--- config.mk ---
export PLATFORM = sky130hd
export DESIGN_NAME = clk_div_n
export DESIGN_NICKNAME = d
export VERILOG_FILES = /design/src/rtl/clk_div_pkg.sv /design/src/rtl/clk_div_half.sv /design/src/rtl/clk_div_n.sv
export SDC_FILE = /design/constraint.sdc
export NUM_CORES = 1
export LEC_CHECK = 0
export ABC_AREA = 1
export CAP_MARGIN = 20
export CORE_ASPECT_RATIO = 1.1
export CORE_MARGIN = 2
export CORE_UTILIZATION = 54
export CTS_CLUSTER_SIZE = 10
export DETAILED_ROUTE_END_ITERATION = 10
export GPL_TIMING_DRIVEN = 0
export PLACE_DENSITY = 0.87
export SLEW_MARGIN = 10
export SYNTH_ARGS = -nofsm -noshare
export SYNTH_HDL_FRONTEND = slang
export SYNTH_HIERARCHICAL = 1
export SYNTH_SLANG_ARGS = --single-unit
export TNS_END_PERCENT = 10
--- constraint.sdc ---
create_clock -name clk -period 2.7 [get_ports clk]
set_input_delay 0.81 -clock clk [delete_from_list [all_inputs] [get_ports clk]]
set_output_delay 0.81 -clock clk [all_outputs]
set_load 0.01 [all_outputs]
--- src/rtl/clk_div_pkg.sv ---
// clk_div_pkg: shared defaults, limits and state encoding for the clock divider.
package clk_div_pkg;
   localparam int DIV_W_DEF    = 8;
   localparam int DIV_INIT_DEF = 5;
   localparam int DIV_MIN      = 2;
   typedef enum logic {IDLE = 1'b0, RUN = 1'b1} state_t;
endpackage

--- src/rtl/clk_div_half.sv ---
// clk_div_half: negedge copy of the posedge phase, ORed in to stretch odd-divisor high time by half a cycle.
module clk_div_half (
   input  logic clk,
   input  logic rst,
   input  logic d,
   output logic q
);
   logic r_n;
   always_ff @(negedge clk)
      if (rst) r_n <= 1'b0;
      else     r_n <= d;
   assign q = d | r_n;
endmodule

--- src/rtl/clk_div_n.sv ---
// clk_div_n: programmable 50%-duty clock divider with glitch-free divisor reload and run/stop control.
module clk_div_n
   import clk_div_pkg::*;
#(
   parameter int DIV_W    = DIV_W_DEF,
   parameter int DIV_INIT = DIV_INIT_DEF
) (
   input  logic             clk,
   input  logic             rst,
   input  logic             en,
   input  logic [DIV_W-1:0] div,
   input  logic             div_load,
   output logic             clk_out,
   output logic             clk_pulse,
   output logic [DIV_W-1:0] div_cur,
   output logic             div_err
);
   state_t           r_state, w_state_nx;
   logic [DIV_W-1:0] r_cnt, w_cnt_nx, r_div_cur, w_div_nx, r_pend, w_pend_nx;
   logic             r_out_p, w_out_p_nx, r_err, w_ok, w_bad, w_wrap, w_bound, w_half;
   assign w_ok      = div_load && div >= DIV_W'(DIV_MIN);
   assign w_bad     = div_load && div <  DIV_W'(DIV_MIN);
   assign w_pend_nx = w_ok ? div : r_pend;
   assign w_wrap    = r_cnt == r_div_cur - DIV_W'(1);
   // Idle behaves as a boundary every cycle, so loads and en take effect on the next edge.
   assign w_bound   = r_state == IDLE || w_wrap;
   always_ff @(posedge clk)
      if (rst) begin
         r_state   <= IDLE;
         r_cnt     <= '0;
         r_out_p   <= 1'b0;
         r_div_cur <= DIV_W'(DIV_INIT);
         r_pend    <= DIV_W'(DIV_INIT);
         r_err     <= 1'b0;
      end else begin
         r_state   <= w_state_nx;
         r_cnt     <= w_cnt_nx;
         r_out_p   <= w_out_p_nx;
         r_div_cur <= w_div_nx;
         r_pend    <= w_pend_nx;
         r_err     <= r_err | w_bad;
      end
   always_comb begin
      w_state_nx = w_bound ? (en ? RUN : IDLE) : RUN;
      w_cnt_nx   = w_bound ? '0 : r_cnt + DIV_W'(1);
      w_div_nx   = w_bound ? w_pend_nx : r_div_cur;
   end
   // High for the first floor(D/2) counts; the negedge stretch supplies the extra half cycle when D is odd.
   always_comb begin
      w_out_p_nx = w_state_nx == RUN && w_cnt_nx < (w_div_nx >> 1);
   end
   assign clk_pulse = r_state == RUN && r_cnt == '0;
   assign div_cur   = r_div_cur;
   assign div_err   = r_err;
   clk_div_half u_half (
      .clk (clk),
      .rst (rst),
      .d   (r_out_p),
      .q   (w_half)
   );
   assign clk_out = r_div_cur[0] ? w_half : r_out_p;
endmodule
Yosys cells after proc, flatten, opt, wreduce, memory -nomap -nowiden
Cells that the tools add are included.
- bits in registers: 28
- output and inout port bits: 11
- logic and storage cells: 29
- add/subtract/negate cells: 2
- order comparisons: 3
- equal/unequal tests: 1
- multiplexer cells: 6
- bitwise operators: 3
- reductions and logical operators: 6
- operators by type and width (kind ; count):
    $mux 8 ; 3
    $add 8x1->8 const B ; 1
    $eq 8x8->1 ; 1
    $ge 8x2->1 const B ; 1
    $logic_not 8->1 ; 1
    $lt 8x2->1 const B ; 1
    $lt 8x7->1 ; 1
    $sub 8x1->8 const B ; 1
    $logic_and 1x1->1 ; 4
    $mux 1 ; 3
    $or 1x1->1 ; 2
    $logic_or 1x1->1 ; 1
    $not 1->1 ; 1

Longest topological paths before layout
- depth after elaboration: 6
- gate-level depth with buffers: 21
- mapped depth without buffers: 20

Cells and area by module
Netlist, hierarchy kept.
- by module, submodules not included (module ; times used ; cells an instance ; area each (sq um)):
    clk_div_n ; 1 ; 231 ; 1627.8
    clk_div_half ; 1 ; 6 ; 41.3

==> summary.md <==
| Metric | Value |
|---|---|
| CTS max path bufs | `2` |
| CP max FO | `1` |
| P&R area growth vs syn | `20.8%` |
| Hold WC Path Type | `register to register` |
| Root buf cell | `clkbuf_4` |
| RSZ-0062 raised after global routing | `yes` |
| Worst path required time | `1.89 ns` |
| First-pass GRT wire length | `around 6300 um` |
| Run status | `finished with violations` |
| Critical path origin | `u_half/r_n$_SDFF_NP0_` |
| Element type at the critical path end | `output port` |
| Max stage delay on crit path | `0.31 ns` |
| DR vias | `1548` |
| Clock Sinks | `28` |
| Top_reg_cell synth | `dfxtp_1` |
| Leading area contributor after synthesis | `dfxtp_1` |
| Global Route Usage Sum | `21.8%` |
| Die area | `3550 um2` |
| Syn Nets | `258` |
| Post-DRT Antenna Nets | `0` |
| Total gr overflow | `0` |
| Post-DP HPWL | `around 2800 um` |
| Clk_lat worst skew | `0.38 ns` |
| Crit path cell chain | `inv_2 -> nand2_1 -> nand2_1 -> nand2_1 -> buf_2` |
| Relative slew slack | `between 60 and 70%` |
| Layout cell share with drive strength beyond 1 | `16.7%` |
| CP dominant cell by count | `nand2_1` |
| Clock skew | `0.0524 ns` |
| Yosys cell types | `30` |
| Worst endpoint data arrival time | `2.34 ns` |
| Routed length per placed instance | `12.0 um` |
| Core area | `roughly 3000 um2` |
| Nets | `285` |
| Seq cells post-synth | `28` |
| Vias in the first global route | `1540` |
| Row count | `21` |
| Syn Inst Count | `237` |
| Top cells by count, synth | `nand2_1 (67), nor2_1 (29), dfxtp_1 (28)` |
| Post-synth top area share | `33.6%` |
| # IOs | `23` |
| Critical path class | `register to output port` |
| Initial antenna violation count | `0` |
| Post-Layout Cell Count | `between 200 and 300` |
| Worst setup SP type | `register` |
| Final hold vios | `0` |
| R2R cell count | `18` |
| Largest net degree at the start of global routing | `16` |
| Die W | `57.0 um` |
| Detailed Routing Iterations Pass 1 | `4` |
| Worst setup margin | `-0.449 ns` |
| Vias per cell | `5.21` |
| P per Cell Area | `455 nW/um2` |
| Top post-synthesis cells by area | `dfxtp_1 (34%), nand2_1 (15%), ha_1 (6.7%)` |
| Diode count | `0` |
| Total CTS buffers | `3` |
| Max Slew Vio Count | `0` |
| CTS tree | `done` |
| Post-route DRC | `0` |
| Post-synth EDFFs | `0` |
| Drt initial violations | `49` |
| Crit-path slowest cell | `dfxtp_2` |
| Final wirelength | `3550 um` |
| Reg2Reg Launch Point | `div_cur[0]$_SDFFE_PP1N_` |
| Reg clk slew, reported paths | `around 0.15 ns` |
| Worst Hold Path Cells | `2` |
| Postcts setup bufs | `0` |
| Total negative setup slack | `-0.484 ns` |
| VDD IR max | `0.350 mV` |
| Failing checks | `negative setup slack` |
| Cell leakage power | `0.000952 uW` |
| # hold bufs at CTS | `0` |
| Hold Path Origin | `r_pend[0]$_SDFF_PP1_` |
| Buffers on Ports | `22` |
| H-tree depth | `1` |
| Worst-Margin Slew | `~0.47 ns` |
| Synth Area per Inst | `between 7 and 8 um2` |
| Initial Util | `between 50% and 60%` |
| Max-cap violation count | `0` |
| Most common cell in the netlist | `nand2_1` |
| Post-synth ARST share | `0%` |
| GP Congestion | `0.850` |
| Placed Cells | `roughly 290` |
| Final setup fails | `2` |
| Synth Cell Area | `1670 um2` |
| Die Ht | `62.3 um` |
| Synth Warn # | `6` |
| Sequential fraction of the synthesis area | `33.6%` |
[metal layers]
| layer | track usage (%) | vias up | wire length, um |
|---|---|---|---|
| met3 | 1.25 | 8 | 104 |
| met5 | 0 | - | 0 |
| met1 | 25.7 | 705 | 1520 |
| met4 | 8.14 | 0 | 80 |
| met2 | 40.4 | 25 | 1850 |
| li1 | - | 810 | - |
[worst paths after layout]
check / to / slack, ns
setup / recovery: clk_out / -0.45
hold / removal: r_pend[0]$_SDFF_PP1_ / 0.49
setup reg to reg: r_out_p$_SDFF_PP0_ / 0.03
hold reg to reg: r_pend[0]$_SDFF_PP1_ / 0.49
[stage by stage]
stage / instance area [um2] / hold WS, ns / total power [uW] / worst slack (ns) / utilization (%)
2_1_floorplan: 1670 / 0.434 / 630 / 0.0275 / -
3_5_place_dp: 1930 / 0.463 / 715 / -0.487 / 64.5
4_1_cts: 1980 / 0.496 / 913 / -0.445 / 66.0
5_1_grt: 2020 / 0.539 / 973 / -0.544 / 67.3
3_3_place_gp: 1930 / 0.444 / 705 / -0.453 / 64.5
6_report: 2020 / 0.491 / 918 / -0.449 / 67.3
[critical path, delay by kind of cell, from the launching register on]
| family | cells | cell delay [ns] |
|---|---|---|
| flops | 1 | 0.31 |
| simple gates | 3 | 0.14 |
| buf+inv | 2 | 0.16 |
[placed cells by master (no fill, tap or decap), drive strengths merged]
cell type and n:
mux2i 7, a21oi 4, nor2 37, clkdlybuf4s50 20, xor2 3, dfxtp 28, inv 29, buf 3
o21bai 1, o21ai 7, nand4 4, xnor2 1, clkbuf 7, ha 9, nor4 5, a31oi 1
nor3b 1, nand3 11, nand2 73, or2 2, nor3 8, dlymetal6s2s 1, o211ai 1
[registers in the layout, indices dropped and copies added (netlist names)]
register    flops
r_pend          8
div_cur         8
r_state         1
div_err         1
u_half/r_n      1
r_out_p         1
r_cnt           8
[cell families after synthesis]
logic type,after synthesis,synth area share [%]
compound gates,14,6.15
xor+xnor,4,2.10
fa+ha+maj,9,6.75
buf+inv,34,8.62
flops,28,33.6
mux,7,4.20
simple gates,141,38.6
[repair_timing]
action / CTS / global route
hold endpoints to repair: 0 / 0
pin swaps: 1 / 1
gates resized for setup: 8 / 10
setup endpoints to repair: 2 / 3
[where the power goes]
| group | switching, uW | internal [uW] |
|---|---|---|
| Clock | 124 | 84.5 |
| Combinational | 136 | 109 |
| Sequential | 26.8 | 437 |
[final cells by class]
| class | count | area, um2 |
|---|---|---|
| clock buffers | 4 | 36.3 |
| multi-input cells | 175 | 1000 |
| repair buffers | 22 | 218 |
| inverters | 28 | 105 |
| flip-flops and latches | 28 | 567 |
| well taps | 34 | 42.5 |
| clock inverters | 1 | 3.75 |
| plain buffers | 5 | 41.3 |
| fillers | 265 | 978 |
(Power assumes the default switching activity.)
